[config.mk]
export PLATFORM = sky130hd
export DESIGN_NAME = mem_ctrl_flat
export DESIGN_NICKNAME = d
export VERILOG_FILES = /design/src/rtl/mem_ctrl_if.sv /design/src/rtl/mem_ctrl.sv /design/src/flat_wrapper.sv
export SDC_FILE = /design/constraint.sdc
export NUM_CORES = 1
export LEC_CHECK = 0
export ABC_AREA = 0
export CAP_MARGIN = 10
export CORE_MARGIN = 5
export CORE_UTILIZATION = 48
export CTS_CLUSTER_DIAMETER = 100
export CTS_CLUSTER_SIZE = 16
export DETAILED_ROUTE_END_ITERATION = 8
export GPL_TIMING_DRIVEN = 0
export PLACE_DENSITY = 0.8
export SETUP_SLACK_MARGIN = 0.02
export SLEW_MARGIN = 20
export SYNTH_ARGS = -nofsm -noshare
export SYNTH_HDL_FRONTEND = slang
export SYNTH_SLANG_ARGS = --single-unit
[constraint.sdc]
create_clock -name clk -period 3.4 [get_ports clk]
set_input_delay 0.68 -clock clk [delete_from_list [all_inputs] [get_ports clk]]
set_output_delay 0.68 -clock clk [all_outputs]
set_load 0.05 [all_outputs]
[src/rtl/mem_ctrl_if.sv]
// Request/response and byte-bus signals between the MEM/IF stages, mem_ctrl and the RAM/IO bus.
// slave is the controller's view; master is the core pipeline plus external RAM.
interface mem_ctrl_if #(parameter int ADDR_W = 32);
   logic              ram_r_req_i;
   logic              ram_w_req_i;
   logic [ADDR_W-1:0] ram_addr_i;
   logic [31:0]       ram_w_data_i;
   logic [1:0]        ram_state_i;
   logic              ram_done_o;
   logic [31:0]       ram_r_data_o;
   logic              if_req_i;
   logic [ADDR_W-1:0] if_addr_i;
   logic              if_done_o;
   logic [31:0]       if_data_o;
   logic [7:0]        mem_din;
   logic [7:0]        mem_dout;
   logic [ADDR_W-1:0] mem_a;
   logic              mem_wr;
   logic              io_buffer_full;

   modport slave (
      input  ram_r_req_i, ram_w_req_i, ram_addr_i, ram_w_data_i, ram_state_i,
      input  if_req_i, if_addr_i, mem_din, io_buffer_full,
      output ram_done_o, ram_r_data_o, if_done_o, if_data_o, mem_dout, mem_a, mem_wr
   );

   modport master (
      output ram_r_req_i, ram_w_req_i, ram_addr_i, ram_w_data_i, ram_state_i,
      output if_req_i, if_addr_i, mem_din, io_buffer_full,
      input  ram_done_o, ram_r_data_o, if_done_o, if_data_o, mem_dout, mem_a, mem_wr
   );
endinterface

[src/rtl/mem_ctrl.sv]
// Serialises data/fetch requests onto a byte-wide RAM bus, one byte per cycle, little-endian,
// and returns a single-cycle done pulse with zero-extended read data.
module mem_ctrl #(
   parameter int         ADDR_W = 32,
   parameter logic [1:0] IO_SEL = 2'b11
) (
   input logic       clk,
   input logic       rst_n,
   input logic       rdy,
   mem_ctrl_if.slave bus
);

   typedef enum logic [2:0] {IDLE, DRD, DWR, IFR, DONE} state_t;

   state_t            state_q, state_d;
   logic [1:0]        idx_q, idx_d;
   logic [1:0]        lst_q, lst_d;
   logic [ADDR_W-1:0] addr_q, addr_d;
   logic [3:0][7:0]   wdata_q, wdata_d;
   logic [31:0]       rbuf_q, rbuf_d;
   logic [31:0]       rdata_q, rdata_d;
   logic [31:0]       idata_q, idata_d;
   logic              fetch_q, fetch_d;
   logic              stall;
   logic [31:0]       rd_word;

   // A full IO buffer only blocks writes that target the IO window.
   assign stall   = (state_q == DWR) && bus.io_buffer_full && (addr_q[17:16] == IO_SEL);
   assign rd_word = rbuf_q | (32'(bus.mem_din) << {idx_q, 3'b000});

   always_ff @(posedge clk or negedge rst_n) begin
      if (!rst_n) begin
         state_q <= IDLE;
         idx_q   <= '0;
         lst_q   <= '0;
         addr_q  <= '0;
         wdata_q <= '0;
         rbuf_q  <= '0;
         rdata_q <= '0;
         idata_q <= '0;
         fetch_q <= 1'b0;
      end else begin
         state_q <= state_d;
         idx_q   <= idx_d;
         lst_q   <= lst_d;
         addr_q  <= addr_d;
         wdata_q <= wdata_d;
         rbuf_q  <= rbuf_d;
         rdata_q <= rdata_d;
         idata_q <= idata_d;
         fetch_q <= fetch_d;
      end
   end

   always_comb begin
      state_d = state_q;
      idx_d   = idx_q;
      lst_d   = lst_q;
      addr_d  = addr_q;
      wdata_d = wdata_q;
      rbuf_d  = rbuf_q;
      rdata_d = rdata_q;
      idata_d = idata_q;
      fetch_d = fetch_q;
      if (rdy) begin
         unique case (state_q)
            IDLE: begin
               if (bus.ram_w_req_i || bus.ram_r_req_i) begin
                  addr_d  = bus.ram_addr_i;
                  wdata_d = bus.ram_w_data_i;
                  lst_d   = (bus.ram_state_i == 2'b00) ? 2'd0 :
                            (bus.ram_state_i == 2'b01) ? 2'd1 : 2'd3;
                  idx_d   = '0;
                  rbuf_d  = '0;
                  fetch_d = 1'b0;
                  state_d = bus.ram_w_req_i ? DWR : DRD;
               end else if (bus.if_req_i) begin
                  addr_d  = bus.if_addr_i;
                  lst_d   = 2'd3;
                  idx_d   = '0;
                  rbuf_d  = '0;
                  fetch_d = 1'b1;
                  state_d = IFR;
               end
            end
            DRD, IFR: begin
               rbuf_d = rd_word;
               if (idx_q == lst_q) begin
                  state_d = DONE;
                  if (fetch_q) idata_d = rd_word;
                  else         rdata_d = rd_word;
               end else begin
                  idx_d = idx_q + 2'd1;
               end
            end
            DWR: begin
               if (!stall) begin
                  if (idx_q == lst_q) state_d = DONE;
                  else                idx_d   = idx_q + 2'd1;
               end
            end
            DONE:    state_d = IDLE;
            default: state_d = IDLE;
         endcase
      end
   end

   // Bus address/data follow the current byte index; mem_wr is gated by rdy and IO stall.
   always_comb begin
      bus.mem_a        = addr_q + ADDR_W'(idx_q);
      bus.mem_dout     = wdata_q[idx_q];
      bus.mem_wr       = (state_q == DWR) && rdy && !stall;
      bus.ram_done_o   = (state_q == DONE) && !fetch_q;
      bus.if_done_o    = (state_q == DONE) && fetch_q;
      bus.ram_r_data_o = rdata_q;
      bus.if_data_o    = idata_q;
   end

endmodule
[src/flat_wrapper.sv]
// flat-port wrapper written by rule: the top's interface ports become plain ports
module mem_ctrl_flat 
#(
   parameter int         ADDR_W = 32,
   parameter logic [1:0] IO_SEL = 2'b11
)
  (clk, rst_n, rdy, bus_ram_r_req_i, bus_ram_w_req_i, bus_ram_addr_i, bus_ram_w_data_i, bus_ram_state_i, bus_if_req_i, bus_if_addr_i, bus_mem_din, bus_io_buffer_full, bus_ram_done_o, bus_ram_r_data_o, bus_if_done_o, bus_if_data_o, bus_mem_dout, bus_mem_a, bus_mem_wr);
  mem_ctrl_if #(.ADDR_W(ADDR_W)) bus_i ();
  input logic clk;
  input logic rst_n;
  input logic rdy;
  input wire logic [$bits(bus_i.ram_r_req_i)-1:0] bus_ram_r_req_i;
  input wire logic [$bits(bus_i.ram_w_req_i)-1:0] bus_ram_w_req_i;
  input wire logic [$bits(bus_i.ram_addr_i)-1:0] bus_ram_addr_i;
  input wire logic [$bits(bus_i.ram_w_data_i)-1:0] bus_ram_w_data_i;
  input wire logic [$bits(bus_i.ram_state_i)-1:0] bus_ram_state_i;
  input wire logic [$bits(bus_i.if_req_i)-1:0] bus_if_req_i;
  input wire logic [$bits(bus_i.if_addr_i)-1:0] bus_if_addr_i;
  input wire logic [$bits(bus_i.mem_din)-1:0] bus_mem_din;
  input wire logic [$bits(bus_i.io_buffer_full)-1:0] bus_io_buffer_full;
  output wire logic [$bits(bus_i.ram_done_o)-1:0] bus_ram_done_o;
  output wire logic [$bits(bus_i.ram_r_data_o)-1:0] bus_ram_r_data_o;
  output wire logic [$bits(bus_i.if_done_o)-1:0] bus_if_done_o;
  output wire logic [$bits(bus_i.if_data_o)-1:0] bus_if_data_o;
  output wire logic [$bits(bus_i.mem_dout)-1:0] bus_mem_dout;
  output wire logic [$bits(bus_i.mem_a)-1:0] bus_mem_a;
  output wire logic [$bits(bus_i.mem_wr)-1:0] bus_mem_wr;
  assign bus_i.ram_r_req_i = bus_ram_r_req_i;
  assign bus_i.ram_w_req_i = bus_ram_w_req_i;
  assign bus_i.ram_addr_i = bus_ram_addr_i;
  assign bus_i.ram_w_data_i = bus_ram_w_data_i;
  assign bus_i.ram_state_i = bus_ram_state_i;
  assign bus_i.if_req_i = bus_if_req_i;
  assign bus_i.if_addr_i = bus_if_addr_i;
  assign bus_i.mem_din = bus_mem_din;
  assign bus_i.io_buffer_full = bus_io_buffer_full;
  assign bus_ram_done_o = bus_i.ram_done_o;
  assign bus_ram_r_data_o = bus_i.ram_r_data_o;
  assign bus_if_done_o = bus_i.if_done_o;
  assign bus_if_data_o = bus_i.if_data_o;
  assign bus_mem_dout = bus_i.mem_dout;
  assign bus_mem_a = bus_i.mem_a;
  assign bus_mem_wr = bus_i.mem_wr;
  mem_ctrl #(.ADDR_W(ADDR_W), .IO_SEL(IO_SEL)) u_core (.clk(clk), .rst_n(rst_n), .rdy(rdy), .bus(bus_i));
endmodule
==> results.md <==
* Number of global-route vias before repair at 6518
* Worst path depth at 9
* Crit path launch type: register
* Final Hold Fails at 0
* CP arrival at 2.77 ns
* Crit path max-delay family: simple AND/OR/NAND/NOR gates
* Pwr Density at 1090 nW/um^2
* Layout Utilization at 69.8%
* Layout cells sized above 1 at 17.5%
* CTS tree: built
* Worst Skew at 0.00829 ns
* Via/cell ratio at 5.45
* Failing checks: negative setup slack
* Peak supply drop at 0.000604 V
* Starting density of the core at 49.3%
* Mapped Cells at 732
* Tcrit/Tclk final at 101%
* Ys flop type: dfrtp_1
* Overall power at 12.2 mW
* Clock Tree Root: clkbuf_16
* Slew headroom at 38.6%
* Number of routed nets with antenna violations at 0
* Minimum clock period at 3.45 ns
* Delay of the slowest critical-path stage at 0.42 ns
* Cell Area, Synth at 7850 um^2
* Crit-path cells: ha_2, inv_2, fa_2, nand3b_4, or3_4, buf_12, nor4_4, xnor2_1, buf_4
* I/O Pins at 220
* Ys async rst share at 100%
* Number of buffers created by CTS at 17
* Die Height at 138 um
* Seq/Total Area, Yosys at 53.5%
* Critical path peak fanout at 5
* Setup WS pre-CTS at -0.784 ns
* Post-detail-place hpwl at 15900 um
* Worst setup margin at -0.0487 ns
* Finish-stage setup viols at 3
* Die area at 19000 um^2
* Syn nets at 848
* Post-Place Cells at 1160
* H-tree depth at 4
* Gr ovfl total at 0
* First-pass GRT wire length at 34500 um
* Core Footprint at 15900 um^2
* Fill cells at 1212
* Total detailed-routing wirelength at 22300 um
* Leak at 4.86 nW
* EDFF count, synth at 0
* Mean post-synth cell area at 10.7 um^2
* Wire length per cell at 18.5 um
* RSZ-0062 raised after global routing: true
* Die X at 138 um
* Status: complete, but fails checks
* Synth unique cells at 51
* Yosys reg bits at 168
* Hold WS at 0.206 ns
* Residual DRC at 0
* Crit Path Class: reg -> out
* Sink Count at 168
* Initial antenna violation count at 1
* Starting DRT DRC Count at 382
* CP max stage cell: or3_4
* Final #Nets at 1093
* Crit path required time at 2.72 ns
* Fmax at 290 MHz
* Reg2reg path depth at 7
* Setup_tns at -0.103 ns
* Clock Latency Late Sink at 0.42 ns
* Max clock buf depth at 2
* Clock Pin Slew Worst Setup and Hold Paths at 0.07 ns
* HP Class: in -> async
* Yosys Warn Count at 0
* Hold buffers post-CTS at 0
* CP Buf/Inv Count at 3
* GPL Wtd Cong at 0.853
* Slew Limit Fails at 0
* Crit. End Element: primary output
* Final non-filler cell total at 1205
* Synthesis-to-layout area growth at 41.7%
* Largest net degree at the start of global routing at 90
* 1st-pass router iterations at 5
* Port-buffer cells at 211
* Finished layout cell area at 11100 um^2
* Least-Margin Pin Slew at 0.919 ns
* DR vias at 6565
* Total track usage at 23.5%
* Max Cap Violations at 0
* Standard-cell rows at 46
* Post-DP Area at 10300 um^2
* Diode count at 0
[sequential cells by signal, indices dropped and copies added, names as in the netlist]
| name | count |
|---|---|
| u_core.bus.if_data_o | 32 |
| u_core.lst_q | 2 |
| u_core.rbuf_q | 32 |
| u_core.idx_q | 2 |
| u_core.wdata_q | 32 |
| u_core.addr_q | 32 |
| u_core.fetch_q | 1 |
| u_core.bus.ram_r_data_o | 32 |
| u_core.state_q | 3 |
[power by group]
part           internal (mW)  total, mW  switching, mW
Combinational           2.42       6.72           4.30
Sequential              2.89       3.58          0.687
Clock                   1.04       1.85          0.818
[cells in the mapped netlist, types with 2 or more instances]
| library cell | count | area share [%] |
|---|---|---|
| dfrtp_1 | 168 | 54 |
| nor2_1 | 114 | 5.4 |
| a21oi_1 | 98 | 6.2 |
| nand2_1 | 48 | 2.3 |
| mux2i_1 | 33 | 4.2 |
| a31oi_1 | 32 | 2.5 |
| o21ai_1 | 29 | 1.8 |
| mux2_4 | 27 | 5.2 |
| xor2_1 | 21 | 2.3 |
| buf_2 | 17 | 1.1 |
| clkbuf_1 | 14 | 0.67 |
| inv_1 | 13 | 0.62 |
| buf_1 | 12 | 0.57 |
| xnor2_1 | 11 | 1.2 |
| buf_6 | 8 | 1.1 |
| mux4_2 | 8 | 2.3 |
| nor3_1 | 7 | 0.45 |
| nand3_1 | 6 | 0.38 |
| nor4_1 | 6 | 0.48 |
| o21ai_0 | 6 | 0.38 |
| mux2_2 | 5 | 0.72 |
| nand4_1 | 5 | 0.40 |
| a2111oi_2 | 4 | 0.76 |
| and4_1 | 3 | 0.33 |
| nor4_4 | 3 | 0.81 |
| or3_1 | 3 | 0.24 |
| a21o_1 | 2 | 0.19 |
| buf_4 | 2 | 0.19 |
| ha_1 | 2 | 0.32 |
| nor2b_1 | 2 | 0.16 |
| nor4_2 | 2 | 0.32 |
| o22a_1 | 2 | 0.22 |
[worst paths after layout]
path / from / endpoint / slack (ns)
worst min-delay path: rst_n / u_core.bus.if_data_o[28] / 0.21
worst max-delay path: u_core.idx_q[0] / bus_mem_a[24] / -0.05
worst min register to register: u_core.bus.if_data_o[8] / u_core.bus.if_data_o[8] / 0.48
max in group asynchronous: rst_n / u_core.bus.ram_r_data_o[12] / 2.37
worst max register to register: u_core.idx_q[1] / u_core.bus.ram_r_data_o[21] / 1.04
min in group clk: u_core.bus.if_data_o[8] / u_core.bus.if_data_o[8] / 0.48
[area by class of cell]
| class | instances | area [um^2] | area share (%) |
|---|---|---|---|
| flip-flops and latches | 168 | 4200 | 37.8 |
| multi-input cells | 498 | 3500 | 31.4 |
| repair buffers | 226 | 2240 | 20.1 |
| clock buffers | 19 | 443 | 3.98 |
| plain buffers | 53 | 308 | 2.77 |
| well taps | 216 | 270 | 2.43 |
| clock inverters | 12 | 119 | 1.07 |
| inverters | 13 | 52.6 | 0.472 |
[what timing repair did]
| action | CTS | global route |
|---|---|---|
| gates cloned | 1 | 1 |
| setup endpoints to repair | 34 | 20 |
| pin swaps | 10 | 13 |
| resized for setup | 148 | 47 |
| buffers inserted | 8 | 5 |
[routing by layer]
layer	track usage, %	up-vias	routed length, um
li1	-	3050	-
met1	31.3	3214	9050
met2	37.2	260	10900
met3	6.86	39	1850
met4	8.12	2	511
met5	0	-	7
[cells in the final DEF, fill, tap and decap left out, types with 15 or more instances in the layout]
master,instances
a21oi_1,98
a31oi_1,32
buf_2,20
buf_4,22
buf_6,16
clkbuf_1,15
clkbuf_16,18
clkdlybuf4s50_1,174
dfrtp_1,168
mux2_4,27
mux2i_1,33
nand2_1,48
nor2_1,112
o21ai_1,29
xor2_1,15
[cell families after synthesis]
logic type | count (synthesis) | share of synthesized area (%)
DFF | 168 | 53.5
AOI/OAI and AO/OA | 180 | 13.0
adders and majority gates | 3 | 0.574
muxes | 73 | 12.4
and+or+nand+nor | 210 | 12.6
buffers and inverters | 66 | 4.29
xor gates and xnor gates | 32 | 3.57
Note: power is estimated with default switching activity, not from simulation.
